### config.mk
export PLATFORM = sky130hd
export DESIGN_NAME = host_cmd_decoder
export DESIGN_NICKNAME = d
export VERILOG_FILES = /design/src/rtl/host_cmd_pkg.sv /design/src/rtl/host_cmd_timer.sv /design/src/rtl/host_cmd_decoder.sv
export SDC_FILE = /design/constraint.sdc
export NUM_CORES = 1
export LEC_CHECK = 0
export ABC_AREA = 1
export CAP_MARGIN = 20
export CORE_MARGIN = 4
export CORE_UTILIZATION = 50
export DETAILED_ROUTE_END_ITERATION = 7
export PLACE_DENSITY = 0.74
export SLEW_MARGIN = 20
export SYNTH_ARGS = -nofsm -noshare
export SYNTH_HDL_FRONTEND = slang
export SYNTH_HIERARCHICAL = 1
export SYNTH_SLANG_ARGS = --single-unit
### constraint.sdc
create_clock -name clk -period 2.95 [get_ports clk]
set_input_delay 0.59 -clock clk [delete_from_list [all_inputs] [get_ports clk]]
set_output_delay 0.59 -clock clk [all_outputs]
set_load 0.005 [all_outputs]
### src/rtl/host_cmd_pkg.sv
// Shared constants and parser state encoding for the host command decoder.
package host_cmd_pkg;

  localparam logic [7:0] SYNC_BYTE = 8'hA5;

  localparam logic [3:0] OP_WRITE = 4'h1;
  localparam logic [3:0] OP_START = 4'h2;
  localparam logic [3:0] OP_STOP  = 4'h3;

  typedef enum logic [1:0] {
    IDLE,
    CMD,
    DATA,
    CHK
  } state_t;

endpackage

### src/rtl/host_cmd_timer.sv
// Inter-byte timeout counter: counts cycles while run is high, cleared by clear,
// expired flags the terminal count in the same cycle it is reached.
module host_cmd_timer #(
  parameter int TIMEOUT_CYCLES = 4096
) (
  input  logic clk,
  input  logic rst_n,
  input  logic clear,
  input  logic run,
  output logic expired
);

  localparam int CW = ($clog2(TIMEOUT_CYCLES) < 1) ? 1 : $clog2(TIMEOUT_CYCLES);

  logic [CW-1:0] cnt_reg;

  assign expired = run && (cnt_reg == CW'(TIMEOUT_CYCLES - 1));

  always_ff @(posedge clk or negedge rst_n) begin
    if (!rst_n) begin
      cnt_reg <= '0;
    end else if (clear) begin
      cnt_reg <= '0;
    end else if (run) begin
      cnt_reg <= cnt_reg + CW'(1);
    end
  end

endmodule

### src/rtl/host_cmd_decoder.sv
// Frames the ft245 byte stream into command packets and executes good ones.
// HOST_CMD_CHECKSUM_EN: 7-byte frames with trailing XOR checksum; undefined: 6-byte frames.
module host_cmd_decoder
  import host_cmd_pkg::*;
#(
  parameter int REG_ADDR_WIDTH = 3,
  parameter int REG_WIDTH      = 32,
  parameter int TIMEOUT_CYCLES = 4096
) (
  input  logic                      clk,
  input  logic                      rst_n,
  input  logic                      rdfifo_empty,
  output logic                      rden,
  input  logic [7:0]                rddata,
  output logic                      reg_wr_en,
  output logic [REG_ADDR_WIDTH-1:0] reg_addr,
  output logic [REG_WIDTH-1:0]      reg_wr_data,
  output logic                      start_o,
  output logic                      stop_o,
  output logic                      frame_err,
  output logic [7:0]                err_count,
  output logic                      busy
);

  state_t      state_reg;
  logic        byte_valid_reg;
  logic [7:0]  cmd_reg;
  logic [31:0] data_reg;
  logic [1:0]  beat_reg;
`ifdef HOST_CMD_CHECKSUM_EN
  logic [7:0]  xor_reg;
`endif

  logic        expired;
  logic        timer_clear;
  logic        last_byte;
  logic        chk_ok;
  logic        addr_ok;
  logic [31:0] frame_word;
  logic        do_write;
  logic        do_start;
  logic        do_stop;
  logic        do_reject;

  // Reading is held off during reset so no byte is pulled and then dropped.
  assign rden = rst_n && !rdfifo_empty;
  assign busy = (state_reg != IDLE);

  assign timer_clear = byte_valid_reg || (state_reg == IDLE);

  host_cmd_timer #(
    .TIMEOUT_CYCLES(TIMEOUT_CYCLES)
  ) u_timer (
    .clk    (clk),
    .rst_n  (rst_n),
    .clear  (timer_clear),
    .run    (!timer_clear),
    .expired(expired)
  );

  always_comb begin
    frame_word = data_reg;
`ifdef HOST_CMD_CHECKSUM_EN
    last_byte = byte_valid_reg && (state_reg == CHK);
    chk_ok    = (rddata == xor_reg);
`else
    // Without a checksum the 4th data byte completes the frame in flight.
    last_byte  = byte_valid_reg && (state_reg == DATA) && (beat_reg == 2'd3);
    chk_ok     = 1'b1;
    frame_word = {data_reg[23:0], rddata};
`endif
    addr_ok   = ((cmd_reg[3:0] >> REG_ADDR_WIDTH) == 4'd0);
    do_write  = last_byte && chk_ok && (cmd_reg[7:4] == OP_WRITE) && addr_ok;
    do_start  = last_byte && chk_ok && (cmd_reg[7:4] == OP_START);
    do_stop   = last_byte && chk_ok && (cmd_reg[7:4] == OP_STOP);
    do_reject = expired || (last_byte && !(do_write || do_start || do_stop));
  end

  always_ff @(posedge clk or negedge rst_n) begin
    if (!rst_n) begin
      state_reg      <= IDLE;
      byte_valid_reg <= 1'b0;
      cmd_reg        <= '0;
      data_reg       <= '0;
      beat_reg       <= '0;
`ifdef HOST_CMD_CHECKSUM_EN
      xor_reg        <= '0;
`endif
      reg_wr_en      <= 1'b0;
      reg_addr       <= '0;
      reg_wr_data    <= '0;
      start_o        <= 1'b0;
      stop_o         <= 1'b0;
      frame_err      <= 1'b0;
      err_count      <= '0;
    end else begin
      byte_valid_reg <= rden;
      reg_wr_en      <= do_write;
      start_o        <= do_start;
      stop_o         <= do_stop;
      frame_err      <= do_reject;
      if (do_write) begin
        reg_addr    <= REG_ADDR_WIDTH'(cmd_reg[3:0]);
        reg_wr_data <= REG_WIDTH'(frame_word);
      end
      if (do_reject && (err_count != 8'hFF)) begin
        err_count <= err_count + 8'd1;
      end

      if (expired) begin
        state_reg <= IDLE;
      end else if (byte_valid_reg) begin
        case (state_reg)
          IDLE: begin
            if (rddata == SYNC_BYTE) state_reg <= CMD;
          end
          CMD: begin
            cmd_reg   <= rddata;
`ifdef HOST_CMD_CHECKSUM_EN
            xor_reg   <= rddata;
`endif
            beat_reg  <= 2'd0;
            state_reg <= DATA;
          end
          DATA: begin
            data_reg <= {data_reg[23:0], rddata};
`ifdef HOST_CMD_CHECKSUM_EN
            xor_reg  <= xor_reg ^ rddata;
`endif
            beat_reg <= beat_reg + 2'd1;
            if (beat_reg == 2'd3) begin
`ifdef HOST_CMD_CHECKSUM_EN
              state_reg <= CHK;
`else
              state_reg <= IDLE;
`endif
            end
          end
          default: state_reg <= IDLE;
        endcase
      end
    end
  end

endmodule
# After elaboration in Yosys (flattened, before gate mapping)

Index checks and enable logic that the tools add are counted.
Widths: inputs -> output; s select.

Register bits after elaboration: 96
Input port bits: 11
Output and inout bits: 49
Word-level logic and storage cells: 61

$add $sub $neg: 3
Equality and inequality tests: 11
Muxes and demuxes: 7
Bitwise logic cells: 1
Reductions and logical operators: 26

Operator list:

| kind                  | count |
|---|---|
| $add 12x1->12 const B | 1 |
| $eq 12x12->1 const B  | 1 |
| $mux 12               | 1 |
| $reduce_and 3->1      | 4 |
| $logic_and 1x1->1     | 10 |
| $add 8x1->8 const B   | 1 |
| $eq 4x2->1 const B    | 2 |
| $eq 8x8->1 const B    | 1 |
| $mux 2                | 4 |
| $ne 8x8->1 const B    | 1 |
| $ne 3x2->1 const B    | 2 |
| $pmux 2 s3            | 1 |
| $reduce_bool 2->1     | 3 |
| $eq 2x2->1 const B    | 2 |
| $eq 4x1->1 const B    | 1 |
| $logic_not 4->1       | 1 |
| $logic_or 1x1->1      | 4 |
| $pmux 2 s2            | 1 |
| $logic_not 1->1       | 3 |
| $add 2x1->2 const B   | 1 |
| $eq 2x1->1 const B    | 1 |
| $logic_not 2->1       | 1 |
| $not 1->1             | 1 |

# Logic depth before layout (Yosys ltp)

Depth after elaboration: 11
Depth in mapped cells: 12
Gate-level depth less buffers: 11

# By module

Netlist, hierarchy kept.

By module, submodules not included:

| module           | instances | cells an instance | area an instance (um2) | sequential area each (um2) |
|---|---|---|---|---|
| host_cmd_decoder | 1         | 376               | 3458.3                 | 2102.0 |
| host_cmd_timer   | 1         | 89                | 703.2                  | 300.3 |

# Worst setup path after synthesis

No wires, ideal clock.

Kind: register to register
Start point: reg state_reg[0]
End point: reg data_reg[16]
Setup time: 126 ps
Arrival: 1910 ps
Data required time: 2824 ps
Slack: 914 ps
Stages on the path, launching flop included: 12
Path buffers: 1
Period minus slack after synthesis: 2036 ps
Cell sequence: dfrtp_1 inv_1 ha_1 nor2_1 nand4_1 nor3_1 inv_1 nand2_1 nor2_4 inv_2 buf_2 o21ai_0

Word-level cells in the longest chain between the ends: 6
Elaborated cells between the ends (all ways): 7
Classes of those cells: eq/ne: 1; bitwise: 1; reduce/logical: 5

RTL lines:

| element                    | line                    | text |
|---|---|---|
| start: declaration         | host_cmd_decoder.sv:25  | `state_t state_reg;` |
| start signal: assignment   | host_cmd_decoder.sv:81  | `state_reg <= IDLE;` |
| start signal: assignment   | host_cmd_decoder.sv:111 | `state_reg <= IDLE;` |
| start signal: assignment   | host_cmd_decoder.sv:115 | `if (rddata == SYNC_BYTE) state_reg <= CMD;` |
| $logic_not 2->1            | host_cmd_decoder.sv:49  | `assign timer_clear = byte_valid_reg \|\| (state_reg == IDLE);` |
| $logic_or 1x1->1           | host_cmd_decoder.sv:49  |  |
| $logic_not 1->1            | host_cmd_decoder.sv:57  | `.run (!timer_clear),` |
| $logic_and 1x1->1          | host_cmd_timer.sv:17    | `assign expired = run && (cnt_reg == CW'(TIMEOUT_CYCLES - 1));` |
| via expired                | host_cmd_decoder.sv:34  | `logic expired;` |
| $not 1->1 (no line)        | n/a                     |  |
| $reduce_and 3->1 (no line) | n/a                     |  |
| end signal: assignment     | host_cmd_decoder.sv:126 | `data_reg <= {data_reg[23:0], rddata};` |
| end: declaration           | host_cmd_decoder.sv:28  | `logic [31:0] data_reg;` |

The timed path passes the listed nets, and every way through them passes these cells.
A chain may end at the register's enable or synchronous reset.

# Worst setup path in the final report

Start point: reg state_reg[1]
End point: reg data_reg[16]

Same word-level chain as after synthesis.

==> impl_metrics.py <==
metrics = {
    "placement": {
        "numPortBuffers": 59,
        "dp_hpwl_um": 6030,
        "dp_cells": 620,
        "routabilityCongestion": 0.869,
    },
    "setup_path": {
        "critPathSlowestCell": "dfrtp_1",
        "worstSetupStartpointType": "register",
        "cp_top_family": "simple AND/OR/NAND/NOR gates",
        "end_kind": "register",
        "critPathKind": "register to register",
        "worstPathRequired_ns": 3.23,
        "arrival_ns": 2.65,
        "path_cells": "inv_1 -> ha_1 -> nor2_1 -> nand4_1 -> nor3_1 -> inv_1 -> nand2_1 -> nor2_4 -> inv_2 -> nand2_1 -> o21ai_0",
        "slowest_delay_ns": 0.40,
        "worst-path-max-fanout": 34,
        "crit_buf_inv": 3,
    },
    "detailed_routing": {
        "detail-route-antenna-nets": 0,
        "drt_iter0_markers": 147,
        "vias_per_cell": 4.94,
        "first_pass_iters": 4,
        "wirelength_um": 8380,
        "drc": 0,
        "dr_total_vias": 3141,
        "post_drt_wl_per_cell_um": 13.2,
    },
    "power_and_ir_drop": {
        "power.leakage_nw": 2.44,
        "vdd_drop_max_v": 0.000391,
        "power.density_mw_per_mm2": 615,
    },
    "timing": {
        "rsz0062_at_grt": "false",
        "fin_crit_ns": 2.37,
        "maxSlewViolCount": 0,
        "setup_viol": 0,
        "fin_crit_sh": 0.804,
        "tightest_slew_ns": 0.781,
        "fmax_mhz": 422,
        "fin_skew_ns": 0.0158,
        "fin_setup_tns_ns": 0,
        "hold_viol": 0,
        "relSlewSlack": 0.480,
    },
    "floorplan": {
        "die_area_sq_mm": 0.00985,
        "fp.dieH_um": 99.2,
        "die_w_um": 99.2,
        "start_util": 0.509,
        "core_sq_mm": 0.00818,
        "rows": 33,
        "io_pins": 60,
    },
    "clocking": {
        "cts_root_buffer": "clkbuf_8",
        "cts_max_level": 3,
        "cts_buffers": 9,
        "cts_setup_buffers": 0,
        "clkSinkCount": 96,
        "clkTransAtPathRegs_ns": 0.10,
        "ctsResizeCount": 0,
        "clk-insertion-delay-late_ns": 0.36,
        "ctsHoldBuffers": 0,
        "cts_buffer_depth": 2,
        "cts_tree": "done",
    },
    "cells_and_area": {
        "stdcell_count": 636,
        "layout_commonest_cell": "nand2_1",
        "mostFrequentLayoutCells": "nand2_1 (150), dfrtp_1 (96), clkdlybuf4s50_1 (58), inv_1 (52), o21ai_0 (39)",
        "n_fill_cell": 693,
        "n_antenna_cell": 0,
        "drive_gt1_frac": 0.0810,
        "multi_input_area_sq_mm": 0.00148,
        "syn_to_final_growth_pct": 20.9,
        "final_net_count": 544,
        "regArea_sq_mm": 0.00240,
        "largest_reg_flops": 32,
    },
    "synth": {
        "synth-seq-cells": 96,
        "synth_cells": 465,
        "syn-num-nets": 483,
        "synth_sequential_area_ratio": 0.577,
        "syn_area_per_cell_sq_um": 8.95,
        "ys_types": 30,
        "ys_warn_count": 6,
        "synth_area_sq_mm": 0.00416,
    },
    "grt": {
        "grtUsageTotal": 0.185,
        "antenna_found_initial": 0,
        "grt_overflow": 0,
        "grt_pass1_vias": 3067,
        "grt_max_degree": 66,
        "grt_pass1_wl_um": 14600,
    },
    "worst_hold_path": {
        "worstHoldPathType": "input port to asynchronous set/reset pin",
    },
    "run_status": {
        "status": "complete, no violations",
    },
    "job": {
        "drv_cap": 0,
    },
}
## logic make-up (layout without fill, tap and decap cells)
kind of cell             Yosys count  count (layout)  share of synthesized area
buffers and inverters             68             134                     0.0679
XOR/XNOR                           4               4                    0.00842
adder cells (fa/ha/maj)            7               7                     0.0210
AND/OR/NAND/NOR                  222             222                      0.243
AO/OA/AOI/OAI                     68              68                     0.0824
flip-flops                        96              96                      0.577
## stage by stage
stage / worst slack [ns] / util / cell area (sq um) / power, mW / hold slack, ns
after floorplan: 0.914 / - / 4160 / 2.04 / 0.294
after global placement: 0.710 / 0.591 / 4830 / 2.21 / 0.455
after detailed placement: 0.597 / 0.591 / 4830 / 2.24 / 0.455
after CTS: 0.588 / 0.615 / 5030 / 3.13 / 0.268
after global routing: 0.301 / 0.615 / 5030 / 3.31 / 0.279
final: 0.579 / 0.615 / 5030 / 3.10 / 0.257
## routing by layer
metal,track usage,routed length [um],up-vias
met5,0,0,-
met4,0.0630,79,0
met3,0.0323,364,8
met2,0.283,3900,66
met1,0.267,4030,1477
li1,-,-,1590
## path summary, 6_finish.rpt
kind | startpoint | end | slack (ns) | depth (start not counted)
max in group asynchronous | rst_n | cmd_reg[6] | 1.56 | 3
min | rst_n | err_count[7] | 0.26 | 2
max | state_reg[1] | data_reg[16] | 0.58 | 11
min in group clk | cmd_reg[4] | start_o | 0.45 | 1
max reg2reg | state_reg[1] | data_reg[16] | 0.58 | 11
min reg2reg | cmd_reg[4] | start_o | 0.45 | 1
## where the power goes
part / internal [mW] / leakage (nW) / switching [mW]
logic: 0.179 / 1.09 / 0.366
clock network: 0.407 / 0.104 / 0.472
registers: 1.55 / 1.25 / 0.127
total: 2.13 / 2.44 / 0.965
## layout make-up
| cell class | count | share of cell area |
|---|---|---|
| clock inverter | 6 | 0.0144 |
| tap | 105 | 0.0261 |
| multi-input combinational | 301 | 0.293 |
| sequential | 96 | 0.477 |
| inverter | 56 | 0.0418 |
| clock buffer | 10 | 0.0254 |
| timing repair buffer | 62 | 0.121 |
## worst register-to-register path, cell delays in order (launching register included)
cell and delay [ns]:
dfrtp_1 0.40, inv_1 0.09, ha_1 0.20, nor2_1 0.39, nand4_1 0.16, nor3_1 0.21, inv_1 0.14, nand2_1 0.16
nor2_4 0.14, inv_2 0.24, nand2_1 0.09, o21ai_0 0.08
## cells in the mapped netlist
library cell  number  area share
o31ai_1            1      0.0018
inv_1             52       0.047
inv_2              3      0.0027
nor2_2             4      0.0060
xor2_1             3      0.0063
clkbuf_2           3      0.0036
clkbuf_1           2      0.0018
nor3_1             4      0.0048
dfrtp_1           96        0.58
nand2_1          150        0.14
nand3b_1           2      0.0036
nand3_2            1      0.0024
nand3_4            2      0.0084
ha_1               7       0.021
buf_4              1      0.0018
clkinv_1           1     0.00090
nand2_2            4      0.0060
a21oi_1            6      0.0072
o21ai_1           22       0.026
nor3_2             1      0.0024
nor2_1            21       0.019
nand4_2            1      0.0030
buf_2              4      0.0048
nand4_1            5      0.0075
o21ai_0           39       0.047
nor2_4             7       0.019
nand2_4            1      0.0027
buf_6              2      0.0054
xnor2_1            1      0.0021
nand3_1           19       0.023
Note: power is estimated with default switching activity, not from simulation.
